**src/rtl/unified_mem_arbiter_if.sv**
```systemverilog
// unified_mem_arbiter_if
// Bundles every handshake/bus signal of the unified memory arbiter so the
// pipeline side, the shared memory side and the arbiter share one port.
//
// Signal groups:
//   IF requester  : if_req, if_addr (to arbiter) / if_rdata, if_ready, if_stall
//   MEM requester : mem_rd, mem_wr, mem_addr, mem_wdata (to arbiter) /
//                   mem_rdata, mem_ready, mem_stall
//   status        : bus_err (aborted transaction, pulses with ready)
//   shared memory : port_req, port_we, port_addr, port_wdata (from arbiter) /
//                   port_rdata, port_ack (to arbiter)
//
// Modports:
//   master : the arbiter itself
//   slave  : the environment (pipeline stages plus the shared memory)

interface unified_mem_arbiter_if #(
  parameter int ADDR_W = 32,
  parameter int DATA_W = 32
);

  logic              if_req;
  logic [ADDR_W-1:0] if_addr;
  logic [DATA_W-1:0] if_rdata;
  logic              if_ready;
  logic              if_stall;

  logic              mem_rd;
  logic              mem_wr;
  logic [ADDR_W-1:0] mem_addr;
  logic [DATA_W-1:0] mem_wdata;
  logic [DATA_W-1:0] mem_rdata;
  logic              mem_ready;
  logic              mem_stall;

  logic              bus_err;

  logic              port_req;
  logic              port_we;
  logic [ADDR_W-1:0] port_addr;
  logic [DATA_W-1:0] port_wdata;
  logic [DATA_W-1:0] port_rdata;
  logic              port_ack;

  modport master (
    input  if_req, if_addr, mem_rd, mem_wr, mem_addr, mem_wdata,
           port_rdata, port_ack,
    output if_rdata, if_ready, if_stall, mem_rdata, mem_ready, mem_stall,
           bus_err, port_req, port_we, port_addr, port_wdata
  );

  modport slave (
    output if_req, if_addr, mem_rd, mem_wr, mem_addr, mem_wdata,
           port_rdata, port_ack,
    input  if_rdata, if_ready, if_stall, mem_rdata, mem_ready, mem_stall,
           bus_err, port_req, port_we, port_addr, port_wdata
  );

endinterface

```
**src/rtl/unified_mem_arbiter.sv**
```systemverilog
// unified_mem_arbiter
// Shares one single-port, variable-latency memory between the instruction
// fetch requester (read-only) and the data memory requester (read/write).
// MEM normally wins; IF is forced through after STARVE_MAX consecutive MEM
// grants taken while it waited. A grant that sees no acknowledge within
// TIMEOUT cycles is aborted and reported with bus_err.
//
// Ports:
//   clk   : rising-edge clock
//   rst_n : asynchronous active-low reset
//   bus   : unified_mem_arbiter_if.master (requester and memory signals)
//
// Parameters: ADDR_W, DATA_W, STARVE_MAX (1..15), TIMEOUT (2..255)

module unified_mem_arbiter #(
  parameter int ADDR_W     = 32,
  parameter int DATA_W     = 32,
  parameter int STARVE_MAX = 4,
  parameter int TIMEOUT    = 16
) (
  input logic                   clk,
  input logic                   rst_n,
  unified_mem_arbiter_if.master bus
);

  typedef enum logic [1:0] {IDLE, GNT_IF, GNT_MEM, RESP} stateT;

  stateT       state;
  stateT       nextState;
  logic [3:0]  starveCnt;
  logic [7:0]  tmoCnt;

  logic        memReq;
  logic        starveHit;
  logic        inGrant;
  logic        tmoHit;
  logic        grantMem;
  logic        grantIf;
  logic        ackDone;
  logic        abortDone;

  assign memReq    = bus.mem_rd | bus.mem_wr;
  // IF only overrides MEM priority when it is actually waiting
  assign starveHit = bus.if_req & (starveCnt == 4'(STARVE_MAX));
  assign inGrant   = (state == GNT_IF) || (state == GNT_MEM);
  assign tmoHit    = (tmoCnt == 8'(TIMEOUT - 1));

  assign bus.if_stall  = bus.if_req & ~bus.if_ready;
  assign bus.mem_stall = memReq & ~bus.mem_ready;

  // State register
  always_ff @(posedge clk or negedge rst_n) begin
    if (!rst_n) begin
      state <= IDLE;
    end else begin
      state <= nextState;
    end
  end

  // Next-state logic; RESP always lasts exactly one cycle
  always_comb begin
    nextState = state;
    case (state)
      IDLE: begin
        if (grantMem) begin
          nextState = GNT_MEM;
        end else if (grantIf) begin
          nextState = GNT_IF;
        end
      end
      GNT_IF, GNT_MEM: begin
        if (ackDone || abortDone) begin
          nextState = RESP;
        end
      end
      RESP:    nextState = IDLE;
      default: nextState = IDLE;
    endcase
  end

  // Output decode: grant and completion strobes. port_ack is only honoured
  // in a grant state, so stray acknowledges in IDLE/RESP are dropped.
  always_comb begin
    grantMem  = 1'b0;
    grantIf   = 1'b0;
    ackDone   = 1'b0;
    abortDone = 1'b0;
    case (state)
      IDLE: begin
        if (memReq && !starveHit) begin
          grantMem = 1'b1;
        end else if (bus.if_req) begin
          grantIf = 1'b1;
        end
      end
      GNT_IF, GNT_MEM: begin
        if (bus.port_ack) begin
          ackDone = 1'b1;
        end else if (tmoHit) begin
          abortDone = 1'b1;
        end
      end
      default: ;
    endcase
  end

  // Registered datapath. Ready/bus_err are set on the edge into RESP so they
  // are high for exactly the RESP cycle; the default clear ends the pulse.
  always_ff @(posedge clk or negedge rst_n) begin
    if (!rst_n) begin
      bus.port_req   <= 1'b0;
      bus.port_we    <= 1'b0;
      bus.port_addr  <= {ADDR_W{1'b0}};
      bus.port_wdata <= {DATA_W{1'b0}};
      bus.if_rdata   <= {DATA_W{1'b0}};
      bus.mem_rdata  <= {DATA_W{1'b0}};
      bus.if_ready   <= 1'b0;
      bus.mem_ready  <= 1'b0;
      bus.bus_err    <= 1'b0;
      starveCnt      <= 4'd0;
      tmoCnt         <= 8'd0;
    end else begin
      bus.if_ready  <= 1'b0;
      bus.mem_ready <= 1'b0;
      bus.bus_err   <= 1'b0;

      if (grantMem) begin
        bus.port_req   <= 1'b1;
        bus.port_we    <= bus.mem_wr;
        bus.port_addr  <= bus.mem_addr;
        bus.port_wdata <= bus.mem_wdata;
        if (!bus.if_req) begin
          starveCnt <= 4'd0;
        end else if (starveCnt != 4'(STARVE_MAX)) begin
          starveCnt <= starveCnt + 4'd1;
        end
      end

      if (grantIf) begin
        bus.port_req   <= 1'b1;
        bus.port_we    <= 1'b0;
        bus.port_addr  <= bus.if_addr;
        bus.port_wdata <= {DATA_W{1'b0}};
        starveCnt      <= 4'd0;
      end

      if (inGrant) begin
        tmoCnt <= tmoCnt + 8'd1;
      end

      if (ackDone || abortDone) begin
        bus.port_req <= 1'b0;
        bus.bus_err  <= abortDone;
        if (state == GNT_IF) begin
          bus.if_ready <= 1'b1;
        end else begin
          bus.mem_ready <= 1'b1;
        end
      end

      // Writes and aborted reads leave the read-data registers untouched
      if (ackDone && !bus.port_we) begin
        if (state == GNT_IF) begin
          bus.if_rdata <= bus.port_rdata;
        end else begin
          bus.mem_rdata <= bus.port_rdata;
        end
      end

      if (state == RESP) begin
        tmoCnt <= 8'd0;
      end
    end
  end

endmodule

```
**src/flat_wrapper.sv**
```systemverilog
// flat-port wrapper written by rule: the top's interface ports become plain ports
module unified_mem_arbiter_flat 
#(
  parameter int ADDR_W     = 32,
  parameter int DATA_W     = 32,
  parameter int STARVE_MAX = 4,
  parameter int TIMEOUT    = 16
)
  (clk, rst_n, bus_if_req, bus_if_addr, bus_mem_rd, bus_mem_wr, bus_mem_addr, bus_mem_wdata, bus_port_rdata, bus_port_ack, bus_if_rdata, bus_if_ready, bus_if_stall, bus_mem_rdata, bus_mem_ready, bus_mem_stall, bus_bus_err, bus_port_req, bus_port_we, bus_port_addr, bus_port_wdata);
  unified_mem_arbiter_if #(.ADDR_W(ADDR_W), .DATA_W(DATA_W)) bus_i ();
  input logic clk;
  input logic rst_n;
  input wire logic [$bits(bus_i.if_req)-1:0] bus_if_req;
  input wire logic [$bits(bus_i.if_addr)-1:0] bus_if_addr;
  input wire logic [$bits(bus_i.mem_rd)-1:0] bus_mem_rd;
  input wire logic [$bits(bus_i.mem_wr)-1:0] bus_mem_wr;
  input wire logic [$bits(bus_i.mem_addr)-1:0] bus_mem_addr;
  input wire logic [$bits(bus_i.mem_wdata)-1:0] bus_mem_wdata;
  input wire logic [$bits(bus_i.port_rdata)-1:0] bus_port_rdata;
  input wire logic [$bits(bus_i.port_ack)-1:0] bus_port_ack;
  output wire logic [$bits(bus_i.if_rdata)-1:0] bus_if_rdata;
  output wire logic [$bits(bus_i.if_ready)-1:0] bus_if_ready;
  output wire logic [$bits(bus_i.if_stall)-1:0] bus_if_stall;
  output wire logic [$bits(bus_i.mem_rdata)-1:0] bus_mem_rdata;
  output wire logic [$bits(bus_i.mem_ready)-1:0] bus_mem_ready;
  output wire logic [$bits(bus_i.mem_stall)-1:0] bus_mem_stall;
  output wire logic [$bits(bus_i.bus_err)-1:0] bus_bus_err;
  output wire logic [$bits(bus_i.port_req)-1:0] bus_port_req;
  output wire logic [$bits(bus_i.port_we)-1:0] bus_port_we;
  output wire logic [$bits(bus_i.port_addr)-1:0] bus_port_addr;
  output wire logic [$bits(bus_i.port_wdata)-1:0] bus_port_wdata;
  assign bus_i.if_req = bus_if_req;
  assign bus_i.if_addr = bus_if_addr;
  assign bus_i.mem_rd = bus_mem_rd;
  assign bus_i.mem_wr = bus_mem_wr;
  assign bus_i.mem_addr = bus_mem_addr;
  assign bus_i.mem_wdata = bus_mem_wdata;
  assign bus_i.port_rdata = bus_port_rdata;
  assign bus_i.port_ack = bus_port_ack;
  assign bus_if_rdata = bus_i.if_rdata;
  assign bus_if_ready = bus_i.if_ready;
  assign bus_if_stall = bus_i.if_stall;
  assign bus_mem_rdata = bus_i.mem_rdata;
  assign bus_mem_ready = bus_i.mem_ready;
  assign bus_mem_stall = bus_i.mem_stall;
  assign bus_bus_err = bus_i.bus_err;
  assign bus_port_req = bus_i.port_req;
  assign bus_port_we = bus_i.port_we;
  assign bus_port_addr = bus_i.port_addr;
  assign bus_port_wdata = bus_i.port_wdata;
  unified_mem_arbiter #(.ADDR_W(ADDR_W), .DATA_W(DATA_W), .STARVE_MAX(STARVE_MAX), .TIMEOUT(TIMEOUT)) u_core (.clk(clk), .rst_n(rst_n), .bus(bus_i));
endmodule
```
**config.mk**
```make
export PLATFORM = sky130hd
export DESIGN_NAME = unified_mem_arbiter_flat
export DESIGN_NICKNAME = d
export VERILOG_FILES = /design/src/rtl/unified_mem_arbiter_if.sv /design/src/rtl/unified_mem_arbiter.sv /design/src/flat_wrapper.sv
export SDC_FILE = /design/constraint.sdc
export NUM_CORES = 1
export LEC_CHECK = 0
export CORE_MARGIN = 2
export CORE_UTILIZATION = 38
export CTS_CLUSTER_DIAMETER = 120
export CTS_CLUSTER_SIZE = 28
export DETAILED_ROUTE_END_ITERATION = 12
export GPL_TIMING_DRIVEN = 0
export HOLD_SLACK_MARGIN = 0.08
export PLACE_DENSITY_LB_ADDON = 0.08
export SYNTH_ARGS = -nofsm -noshare
export SYNTH_HDL_FRONTEND = slang
export SYNTH_SLANG_ARGS = --single-unit
export TNS_END_PERCENT = 1
```
**constraint.sdc**
```tcl
create_clock -name clk -period 1.8 [get_ports clk]
set_input_delay 0.45 -clock clk [delete_from_list [all_inputs] [get_ports clk]]
set_output_delay 0.45 -clock clk [all_outputs]
set_load 0.03 [all_outputs]
```
==> summary.md <==
| Metric | Value |
|---|---|
| Status | complete, no violations |
| Synth warnings | 0 |
| CP max FO | 10 |
| Per-cell routed wire length | 16.6 µm |
| Synth top area share | 0.593 |
| Hold Vio Cnt, Final | 0 |
| GR Util All Layers | 0.192 |
| CP Data Required Time | 2090 ps |
| Tcrit/Tclk final | 0.989 |
| Worst hold path cell count | 3 |
| Multi-input logic area | 2420 µm² |
| PwrDens | 1970 nW/µm² |
| Commonest cells after routing, fill and taps aside | dfrtp_1 (146), dlygate4sd2_1 (135), clkdlybuf4s50_1 (129) |
| Inst Count DP | 939 |
| DRT antenna net count | 0 |
| Top FF cell, synth | dfrtp_1 |
| Initial antenna violation count | 0 |
| Post-synthesis instance total | 455 |
| Max IR drop VDD | 0.000763 V |
| Residual DRC | 0 |
| Crit path kind | register to register |
| Fmax | 562 MHz |
| Post-layout util | 0.626 |
| # IOs | 269 |
| Post-synth EDFFs | 0 |
| Iteration-0 DRC Markers | 226 |
| Crit path cell chain | inv_1 > ha_2 > and4b_4 > or2_1 > buf_6 > buf_12 > o22ai_2 > a21oi_2 |
| Worst hold path type | input pin to register |
| Synth unique cells | 40 |
| Layout area overhead | 60.9% |
| First-pass GRT wire length | 26.4 mm |
| Post-synth top area cell | dfrtp_1 |
| Filler Cells Inserted | 1,323 |
| CTS root buf | clkbuf_16 |
| Post-route cell area | 9990 µm² |
| Antenna cells | 0 |
| Dominant cells by area after synthesis | dfrtp_1 (59%), mux2_2 (11%), o22ai_2 (5.8%) |
| RSZ-0062 raised after global routing | true |
| Crit path time final | 1780 ps |
| Worst-path clk slew | 60 ps |
| Slew @ Worst Pin | 615 ps |
| H-tree level count | 4 |
| Share of layout cells above drive strength 1 | 0.263 |
| Worst-case reg-to-reg path depth | 8 |
| Placed instance area | 9190 µm² |
| Mean Syn Cell Area | 13.6 µm² |
| Hold Slack | 316 ps |
| Largest stage delay, worst path | 400 ps |
| Std cell rows | 46 |
| Num CTS Buffers | 17 |
| CTS Sinks | 147 |
| Fin cells | 984 |
| Leakage | 0.00446 µW |
| Total routed wirelength | 16.3 mm |
| Core Box Area | 15,900 µm² |
| Clk Latency, worst-skew pair | 420 ps |
| WP depth | 8 |
| Max Slew Vio Count | 0 |
| Critical Path AT | 2070 ps |
| Crit path launch type | register |
| Detailed placement HPWL | 12.2 mm |
| Die height | 132 µm |
| Rel. slew slack | 0.590 |
| CTS tree | built |
| Critical Path Sink Type | register |
| Final setup violation count | 0 |
| Synth Register Bits | 147 |
| CP max-delay cell | dfrtp_2 |
| DR vias/cell | 4.87 |
| Pre-antenna DRT Iters | 4 |
| Number of global-route vias before repair | 4,928 |
| Vias | 4,790 |
| Seq/Total Area, Yosys | 0.593 |
| Ys async rst share | 1.00 |
| Gp weighted congestion | 0.742 |
| Register area | 3680 µm² |
| Largest net degree at the start of global routing | 83 |
| Mapped Nets | 595 |
| Nets | 895 |
| GRT Residual Overflow | 0 |
| Layout Skew | 7.53 ps |
| Chip Width | 132 µm |
| Die area | 17,400 µm² |
| Initial Utilization | 0.389 |
| CTS Buffer Depth | 2 |
| Post-Syn Area | 6210 µm² |
| Max cap viols | 0 |
| Buf+Inv Stages, Crit Path | 3 |
| Buffers added on ports | 267 |
| Most common cell after layout, fill and taps aside | dfrtp_1 |
| Crit path max-delay family | simple AND/OR/NAND/NOR gates |
Yosys cell counts, types with 3 or more instances:
cell type,n
o21ai_0,6
a21oi_1,4
a21oi_2,30
buf_4,6
ha_1,6
mux2i_1,4
a22o_1,34
nand3_1,5
buf_6,5
buf_2,8
nand2_1,10
dfrtp_1,147
mux2_2,59
o22ai_2,29
clkbuf_1,9
o22ai_1,4
inv_1,6
mux2_1,6
nor2_1,49
nor2b_1,3
worst min-delay path: cells and delay by family:
family                 cells  cell delay (ps)
and+or+nand+nor            1               60
AOI/OAI and AO/OA          1               60
buffers and inverters      1              130
sequential cells by signal (all words and copies together) (netlist names):
register / count
u_core.bus.bus_err: 1
u_core.state: 2
u_core.tmoCnt: 8
u_core.bus.if_rdata: 32
u_core.bus.port_wdata: 32
u_core.bus.mem_ready: 1
u_core.bus.port_req: 1
u_core.bus.port_we: 1
u_core.starveCnt: 4
u_core.bus.port_addr: 32
u_core.bus.mem_rdata: 32
u_core.bus.if_ready: 1
cells by family (layout without fill, tap and decap cells):
group	after synthesis	in the layout	synth area share
flip-flops	147	147	0.593
AND/OR/NAND/NOR	78	78	0.0579
buffers and inverters	34	347	0.0318
adder cells (fa/ha/maj)	6	6	0.0121
XOR/XNOR	3	3	0.00423
multiplexers	69	69	0.124
AO/OA/AOI/OAI	118	118	0.177
worst paths after layout:
kind,start,to,slack [ps]
setup / recovery,u_core.starveCnt[0],u_core.bus.port_addr[9],20
hold / removal,bus_if_req,u_core.starveCnt[0],320
setup reg to reg,u_core.starveCnt[0],u_core.bus.port_addr[9],20
hold reg to reg,u_core.bus.mem_rdata[2],u_core.bus.mem_rdata[2],480
max in group asynchronous,rst_n,u_core.starveCnt[0],380
min in group asynchronous,rst_n,u_core.bus.if_rdata[3],590
through the flow:
stage | total power (µW) | setup WS (ps) | TNS, ps
2_1_floorplan | 12000 | -3.62 | -60.7
3_3_place_gp | 16000 | -5480 | -846950
3_5_place_dp | 16300 | -651 | -46090
4_1_cts | 19700 | -223 | -435
5_1_grt | 20800 | -49.6 | -523
6_report | 19700 | 20.2 | 0
power breakdown:
part / switching (µW) / total, µW / internal (µW)
clock network: 1350 / 4180 / 2820
logic: 5870 / 9790 / 3920
registers: 818 / 5720 / 4900
area by class of cell:
type	instances	area share
plain buffers	28	0.0239
clock buffers	20	0.0457
clock inverters	12	0.0251
inverters	6	0.00226
multi-input cells	274	0.242
flip-flops and latches	147	0.368
well taps	216	0.0271
repair buffers	281	0.265
what timing repair did:
| action | in CTS | in global routing |
|---|---|---|
| resized for setup | 169 | 14 |
| setup buffers | 3 | 9 |
| hold buffers | 1 | 0 |
| setup endpoints to repair | 261 | 118 |
| endpoints found under the hold margin | 65 | 0 |
| pin swaps | 3 | 4 |
layer usage:
metal,track usage,vias up,part of all wire
met5,0,-,0
met4,0.0640,0,0.017
met3,0.0588,19,0.064
met2,0.323,166,0.51
met1,0.237,2351,0.41
li1,-,2254,-
Power figures use the tool's default switching activity.
